$ cat src/rtl/stopwatch_counter_n.sv
// Min:sec stopwatch core on a single clock with rate strobes: up/down count,
// field-wise adjust, pause toggle, rollover pulse and lap capture.
module stopwatch_counter_n #(
    parameter int MIN_W   = 6,
    parameter int SEC_W   = 6,
    parameter int MIN_MAX = 59,
    parameter int SEC_MAX = 59
) (
    input  logic             clk,
    input  logic             rst,
    input  logic             tick,
    input  logic             tick_adj,
    input  logic             adj,
    input  logic             sel,
    input  logic             dir,
    input  logic             pause_btn,
    input  logic             lap_btn,
    output logic [MIN_W-1:0] minutes,
    output logic [SEC_W-1:0] seconds,
    output logic             paused,
    output logic             rollover,
    output logic [MIN_W-1:0] lap_min,
    output logic [SEC_W-1:0] lap_sec,
    output logic             lap_valid
);

    localparam logic [MIN_W-1:0] L_MIN_MAX = MIN_W'(MIN_MAX);
    localparam logic [SEC_W-1:0] L_SEC_MAX = SEC_W'(SEC_MAX);
    localparam logic [MIN_W-1:0] L_MIN_ONE = MIN_W'(1);
    localparam logic [SEC_W-1:0] L_SEC_ONE = SEC_W'(1);

    logic [MIN_W-1:0] r_min;
    logic [SEC_W-1:0] r_sec;
    logic             r_paused;
    logic             r_rollover;
    logic [MIN_W-1:0] r_lap_min;
    logic [SEC_W-1:0] r_lap_sec;
    logic             r_lap_valid;
    logic             r_pause_q;
    logic             r_lap_q;

    logic             w_pause_rise;
    logic             w_lap_rise;
    logic [MIN_W-1:0] w_min_nx;
    logic [SEC_W-1:0] w_sec_nx;
    logic             w_roll_nx;

    assign w_pause_rise = pause_btn & ~r_pause_q;
    assign w_lap_rise   = lap_btn & ~r_lap_q;

    always_comb begin
        w_min_nx  = r_min;
        w_sec_nx  = r_sec;
        w_roll_nx = 1'b0;
        if (adj) begin
            // Adjust wraps only the selected field: no carry, no rollover.
            if (tick_adj) begin
                if (sel) begin
                    w_sec_nx = (r_sec == L_SEC_MAX) ? '0 : r_sec + L_SEC_ONE;
                end else begin
                    w_min_nx = (r_min == L_MIN_MAX) ? '0 : r_min + L_MIN_ONE;
                end
            end
        end else if (tick && !r_paused) begin
            if (!dir) begin
                if (r_sec != L_SEC_MAX) begin
                    w_sec_nx = r_sec + L_SEC_ONE;
                end else begin
                    w_sec_nx = '0;
                    if (r_min == L_MIN_MAX) begin
                        w_min_nx  = '0;
                        w_roll_nx = 1'b1;
                    end else begin
                        w_min_nx = r_min + L_MIN_ONE;
                    end
                end
            end else begin
                if (r_sec != '0) begin
                    w_sec_nx = r_sec - L_SEC_ONE;
                end else begin
                    w_sec_nx = L_SEC_MAX;
                    if (r_min == '0) begin
                        w_min_nx  = L_MIN_MAX;
                        w_roll_nx = 1'b1;
                    end else begin
                        w_min_nx = r_min - L_MIN_ONE;
                    end
                end
            end
        end
    end

    always_ff @(posedge clk) begin
        if (rst) begin
            r_min       <= '0;
            r_sec       <= '0;
            r_paused    <= 1'b0;
            r_rollover  <= 1'b0;
            r_lap_min   <= '0;
            r_lap_sec   <= '0;
            r_lap_valid <= 1'b0;
            r_pause_q   <= 1'b0;
            r_lap_q     <= 1'b0;
        end else begin
            r_pause_q  <= pause_btn;
            r_lap_q    <= lap_btn;
            r_min      <= w_min_nx;
            r_sec      <= w_sec_nx;
            r_rollover <= w_roll_nx;
            if (w_pause_rise) begin
                r_paused <= ~r_paused;
            end
            // Lap captures the pre-update time of this edge.
            if (w_lap_rise) begin
                r_lap_min   <= r_min;
                r_lap_sec   <= r_sec;
                r_lap_valid <= 1'b1;
            end
        end
    end

    assign minutes   = r_min;
    assign seconds   = r_sec;
    assign paused    = r_paused;
    assign rollover  = r_rollover;
    assign lap_min   = r_lap_min;
    assign lap_sec   = r_lap_sec;
    assign lap_valid = r_lap_valid;

endmodule

$ cat config.mk
export PLATFORM = sky130hd
export DESIGN_NAME = stopwatch_counter_n
export DESIGN_NICKNAME = d
export VERILOG_FILES = /design/src/rtl/stopwatch_counter_n.sv
export SDC_FILE = /design/constraint.sdc
export NUM_CORES = 1
export LEC_CHECK = 0
export ABC_AREA = 0
export BUFFER_PORTS_ARGS = -buffer_cell sky130_fd_sc_hd__buf_2
export CORE_MARGIN = 10
export CORE_UTILIZATION = 30
export DETAILED_ROUTE_END_ITERATION = 8
export GPL_TIMING_DRIVEN = 0
export SLEW_MARGIN = 20
export SYNTH_ARGS = -nofsm -noshare
export SYNTH_HDL_FRONTEND = slang
export SYNTH_SLANG_ARGS = --single-unit
$ cat constraint.sdc
create_clock -name clk -period 2.62 [get_ports clk]
set_input_delay 0.393 -clock clk [delete_from_list [all_inputs] [get_ports clk]]
set_output_delay 0.393 -clock clk [all_outputs]
set_load 0.01 [all_outputs]
==> flow_summary.ini, run 1 <==
[worst_setup_path]
path_max_fanout = 8
crit_end = minutes[0]$_SDFFE_PP0P_
r2r-end = minutes[0]$_SDFFE_PP0P_
cp_data_required_time_ns = 2.80
crit_start = seconds[0]$_SDFFE_PP0P_
arrival_ns = 2.31
worst-setup-path-type = flip-flop to flip-flop
cp-end-kind = flip-flop
r2r_cells = 8
ff2ff_setup_slack_ns = 0.49
worstReg2RegStart = seconds[0]$_SDFFE_PP0P_
crit_path_start_kind = flip-flop

[pwr]
p_leak_nw = 0.818
internal_power_mw = 0.743
switching_share_pct = 32.6
seq_power_share_pct = 44.3
p_comb_share_pct = 22.4
p_per_area_nw_per_um2 = 545
irDropWorstVdd_mv = 0.214
p_switching_mw = 0.359
clockPowerShare_pct = 33.4
power.total_mw = 1.10

[layout]
diodes = 0
layout-drive-gt1-share_pct = 23.0
nNetsFinal = 271
layout_common_cells = buf_2 (39), nand2_1 (34), dfxtp_1 (29)
syn2layout_area_growth_pct = 20.4
final_common_cell = buf_2
fillers = 606

[global_route]
grt_first_pass_wirelength_um = 7950
grt_max_degree = 11
grt-ovfl-total = 0
grt_pass1_vias = 1655
antenna_found_initial = 0
grt_usage_pct = 10.9

[floorplanning]
fp-row-count = 27
initial_core_util_pct = 30.7
die_h_um = 94.8
core-area_sq_um = 5470
pin_count = 36
dieWidth_um = 94.8
die_area_sq_um = 8990

[sta]
slew_headroom_pct = 58.6
finalHoldViolCount = 0
tightest_slew_ns = 0.621
finalSetupViolCount = 0
period_minus_slack_ns = 2.13
drv_slew = 0
skew_ns = 0.00672
period_share_pct = 81.2
fmax_ghz = 0.470
tns_ns = 0
rsz0062_at_grt = false

[synth]
syn_avg_cell_area_sq_um = 7.82
async_flop_share_pct = 0
ys_seq_elements = 29
seq_area_frac_synth_pct = 34.5
synth_edf_count = 0
synth_ff_type = dfxtp_1
synthesis.nets = 230
synth.distinct_cells = 48
syn_inst = 215
synthesis.area_sq_um = 1680
ys_warn_count = 0

[placed_design]
io_buffers = 34
dp_hpwl_um = 3530
routabilityCongestion = 0.845

[min_path]
hold_class = input pin to flip-flop

[drt]
firstDrtPassIters = 4
vias = 1678
via_per_inst = 5.10
drc = 0
drt-total-wl_um = 4790
drt_iter0_drc = 83
final_antenna_net_count = 0
drt-wirelength-per-cell_um = 14.6

[clock_tree]
cts_resized = 0
cts.sinks = 29
clk_path_buf_depth = 2
cts-hold-fix-buffers = 0
root_buffer = clkbuf_8
post_cts_buffers = 0
cts_tree = done
htreeDepth = 2
clk_pin_slew_ns = 0.07
cts_buffers = 5
clk_latency_ns = 0.28

[outcome]
status = finished clean

[flow_run]
maxCapViolCount = 0
-- layer usage --
| layer | global-route usage (%) | vias up | part of all wire (%) |
|---|---|---|---|
| met5 | 0 | - | 0 |
| met2 | 18.3 | 40 | 48 |
| li1 | - | 845 | - |
| met1 | 12.3 | 782 | 45 |
| met4 | 3.99 | 0 | 1.5 |
| met3 | 3.89 | 11 | 6.1 |
-- kinds of logic after synthesis --
logic type | count (synthesis) | synth area share (%)
flops | 29 | 34.5
mux | 1 | 0.596
xor+xnor | 2 | 1.04
buf+inv | 23 | 6.63
simple gates | 96 | 28.1
compound gates | 58 | 24.6
fa+ha+maj | 6 | 4.47
-- how the worst min path moves through the flow --
stage                                        from                      end  slack [ns]  cells past startpoint
after floorplan           lap_min[0]$_SDFFE_PP0P_  lap_min[0]$_SDFFE_PP0P_        0.48                      2
after global placement    lap_min[2]$_SDFFE_PP0P_  lap_min[2]$_SDFFE_PP0P_        0.44                      2
after detailed placement  lap_min[5]$_SDFFE_PP0P_  lap_min[5]$_SDFFE_PP0P_        0.44                      2
after CTS                               pause_btn     r_pause_q$_SDFF_PP0_        0.33                      2
after global routing                    pause_btn     r_pause_q$_SDFF_PP0_        0.35                      2
final                                   pause_btn     r_pause_q$_SDFF_PP0_        0.33                      2
-- cells in the mapped netlist (2+ instances only) --
cell | instances | area, sq um
and2_1 | 2 | 12.5
a221oi_2 | 2 | 30.0
o31ai_1 | 2 | 15.0
nand2_1 | 34 | 128
clkbuf_1 | 8 | 30.0
o21a_1 | 2 | 15.0
o22ai_1 | 2 | 12.5
ha_1 | 6 | 75.1
nor2b_1 | 7 | 43.8
dfxtp_1 | 29 | 581
nand2b_1 | 4 | 25.0
nand4_1 | 3 | 18.8
nor3_1 | 9 | 45.0
o211ai_1 | 3 | 22.5
a211oi_1 | 4 | 30.0
o21ai_1 | 4 | 20.0
inv_1 | 6 | 22.5
nor2_1 | 15 | 56.3
and3_1 | 3 | 18.8
o21ai_0 | 4 | 20.0
buf_2 | 5 | 25.0
xnor2_1 | 2 | 17.5
nand3_1 | 10 | 50.1
or2_2 | 2 | 12.5
a21oi_1 | 21 | 105
a31oi_1 | 3 | 18.8
buf_6 | 2 | 22.5
-- power by group through the flow --
stage          Clock, mW  Sequential, mW  Combinational, mW
6_report           0.368           0.488              0.246
5_1_grt            0.398           0.491              0.275
4_1_cts            0.380           0.488              0.246
3_5_place_dp           0           0.497              0.245
3_3_place_gp           0           0.497              0.242
2_1_floorplan          0           0.502              0.165
-- critical path, cell delays in order, from the launching register on --
cell      delay [ns]
dfxtp_1         0.50
inv_1           0.15
ha_1            0.21
nor2b_1         0.18
nand3_1         0.15
a21oi_4         0.10
or2_2           0.31
buf_6           0.14
a221oi_2        0.27
-- stage by stage --
step	util [%]	area (sq um)	std cells	hold slack [ns]	worst slack [ns]
after floorplan	-	1680	215	0.481	0.697
after global placement	35.5	1940	321	0.441	0.552
after detailed placement	35.5	1940	321	0.444	0.541
after CTS	37.0	2020	329	0.327	0.505
after global routing	37.0	2020	329	0.348	0.366
final	37.0	2020	329	0.328	0.492
-- area by class of cell --
cell class	instances	area (sq um)	share of cell area, %
Clock buffer	6	72.6	3.59
Multi-Input combinational cell	163	988	48.9
Timing Repair Buffer	34	170	8.41
Sequential cell	29	581	28.7
Clock inverter	2	10.0	0.495
Tap cell	72	90.1	4.45
Buffer	17	88.8	4.39
Inverter	6	22.5	1.11
-- flip-flops by register name, indices dropped and copies added, names as in the netlist --
| signal | count |
|---|---|
| lap_min | 6 |
| lap_sec | 6 |
| lap_valid | 1 |
| minutes | 6 |
| paused | 1 |
| r_lap_q | 1 |
| r_pause_q | 1 |
| rollover | 1 |
| seconds | 6 |
No activity file was read; power rests on OpenSTA's default activity.
==> run 2: changes to the inputs <==
==> constraint.sdc (replaced) <==
create_clock -name clk -period 2.2 [get_ports clk]
set_input_delay 0.33 -clock clk [delete_from_list [all_inputs] [get_ports clk]]
set_output_delay 0.33 -clock clk [all_outputs]
set_load 0.01 [all_outputs]
==> run 2 against run 1 <==
Critical path depth is 2 lower. Total power rose by 19%. Sequential share of layout area barely moved. Largest power group unchanged.
==> flow_summary.ini, run 2 (synthesis results as in run 1) <==
[pwr]
p_per_area_nw_per_um2 = 648
p_leak_nw = 0.818
power.total_mw = 1.31
irDropWorstVdd_mv = 0.255

[drt]
drt-wirelength-per-cell_um = 14.6
drt-total-wl_um = 4790
final_antenna_net_count = 0
firstDrtPassIters = 4
vias = 1678
via_per_inst = 5.10
drt_iter0_drc = 83
drc = 0

[global_route]
grt_usage_pct = 10.9
met2_usage_pct = 18.3
antenna_found_initial = 0
top_usage_layer = met2
grt_first_pass_wirelength_um = 7950
grt-ovfl-total = 0
grt_max_degree = 11
grt_pass1_vias = 1655
gr-usage-met3_pct = 3.89
met1_usage_pct = 12.3

[clock_tree]
clk_path_buf_depth = 2
cts-hold-fix-buffers = 0
clk_latency_ns = 0.28
cts.sinks = 29
htreeDepth = 2
clk_pin_slew_ns = 0.07
cts_tree = done
root_buffer = clkbuf_8
cts_buffers = 5

[sta]
rsz0062_at_grt = false
finalSetupViolCount = 0
tightest_slew_ns = 0.621
finalHoldViolCount = 0
tns_ns = 0
skew_ns = 0.00672
period_minus_slack_ns = 2.08
slew_headroom_pct = 58.6
period_share_pct = 94.7
fmax_ghz = 0.480
drv_slew = 0

[layout]
final_common_cell = buf_2
layout_common_cells = buf_2 (39), nand2_1 (34), dfxtp_1 (28)
layout-drive-gt1-share_pct = 23.3
nNetsFinal = 271
diodes = 0
fillers = 605
syn2layout_area_growth_pct = 20.5

[worst_setup_path]
worstReg2RegStart = seconds[1]$_SDFFE_PP0P_
cp-end-kind = flip-flop
r2r_cells = 6
crit_path_start_kind = flip-flop
path_max_fanout = 8
ff2ff_setup_slack_ns = 0.12
arrival_ns = 2.26
r2r-end = minutes[3]$_SDFFE_PP0P_
worst-setup-path-type = flip-flop to flip-flop
cp_data_required_time_ns = 2.38

[flow_run]
maxCapViolCount = 0

[floorplanning]
die_h_um = 94.8
dieWidth_um = 94.8
die_area_sq_um = 8990
fp-row-count = 27
initial_core_util_pct = 30.7
core-area_sq_um = 5470
pin_count = 36

[placed_design]
dp_hpwl_um = 3530
routabilityCongestion = 0.845
io_buffers = 34

[min_path]
whs_endpoint = r_pause_q$_SDFF_PP0_
min-delay-start = pause_btn
hold_class = input pin to flip-flop
worstHoldPathCells = 2

[outcome]
status = finished clean
-- run 2: cell counts in the layout (fill, tap and decap cells not counted) --
Identical to the previous run, type by type.
-- run 2: metal layers --
metal,vias up,routed length (um)
met5,-,0
met3,11,293
met2,40,2290
met1,782,2140
met4,0,71
li1,845,-
-- run 2: layout make-up --
class	instances	area [sq um]	share of cell area (%)
plain buffers	17	88.8	4.39
clock buffers	6	72.6	3.58
clock inverters	2	10.0	0.494
inverters	6	22.5	1.11
multi-input cells	163	988	48.8
flip-flops and latches	29	582	28.7
well taps	72	90.1	4.45
repair buffers	34	170	8.41
-- run 2: report_power, final --
part	switching (mW)	internal, mW
sequential	0.0286	0.553
clock	0.219	0.219
combinational	0.180	0.113
-- run 2: worst max path at each step --
stage,startpoint,endpoint,slack (ns),cells past startpoint
2_1_floorplan,seconds[0]$_SDFFE_PP0P_,minutes[5]$_SDFFE_PP0P_,0.28,8
3_3_place_gp,seconds[1]$_SDFFE_PP0P_,minutes[3]$_SDFFE_PP0P_,0.13,6
5_1_grt,seconds[1]$_SDFFE_PP0P_,minutes[5]$_SDFFE_PP0P_,0.001,8
3_5_place_dp,seconds[0]$_SDFFE_PP0P_,minutes[5]$_SDFFE_PP0P_,0.12,8
4_1_cts,seconds[0]$_SDFFE_PP0P_,minutes[5]$_SDFFE_PP0P_,0.09,8
6_report,seconds[1]$_SDFFE_PP0P_,minutes[3]$_SDFFE_PP0P_,0.12,6
-- run 2: stage by stage --
step / hold slack (ns) / utilization, % / setup slack [ns] / cell area [sq um] / std cells
floorplan: 0.458 / - / 0.277 / 1680 / 215
global placement: 0.441 / 35.5 / 0.132 / 1940 / 321
global route: 0.285 / 37.0 / 0.00102 / 2020 / 329
detailed placement: 0.444 / 35.5 / 0.121 / 1940 / 321
CTS: 0.264 / 37.0 / 0.0852 / 2020 / 329
finish: 0.265 / 37.0 / 0.117 / 2020 / 329
-- run 2: critical path, stage by stage (launching register included) --
cell,delay [ns]
dfxtp_1,0.49
ha_1,0.30
nand2b_1,0.12
or3_4,0.35
a21oi_4,0.27
o221ai_1,0.17
a32o_1,0.28
-- run 2: repair_timing --
item	in CTS	in global routing
endpoints found under the setup margin	0	3
endpoints found under the hold margin	0	0
buffers inserted	0	0
resized for setup	0	1
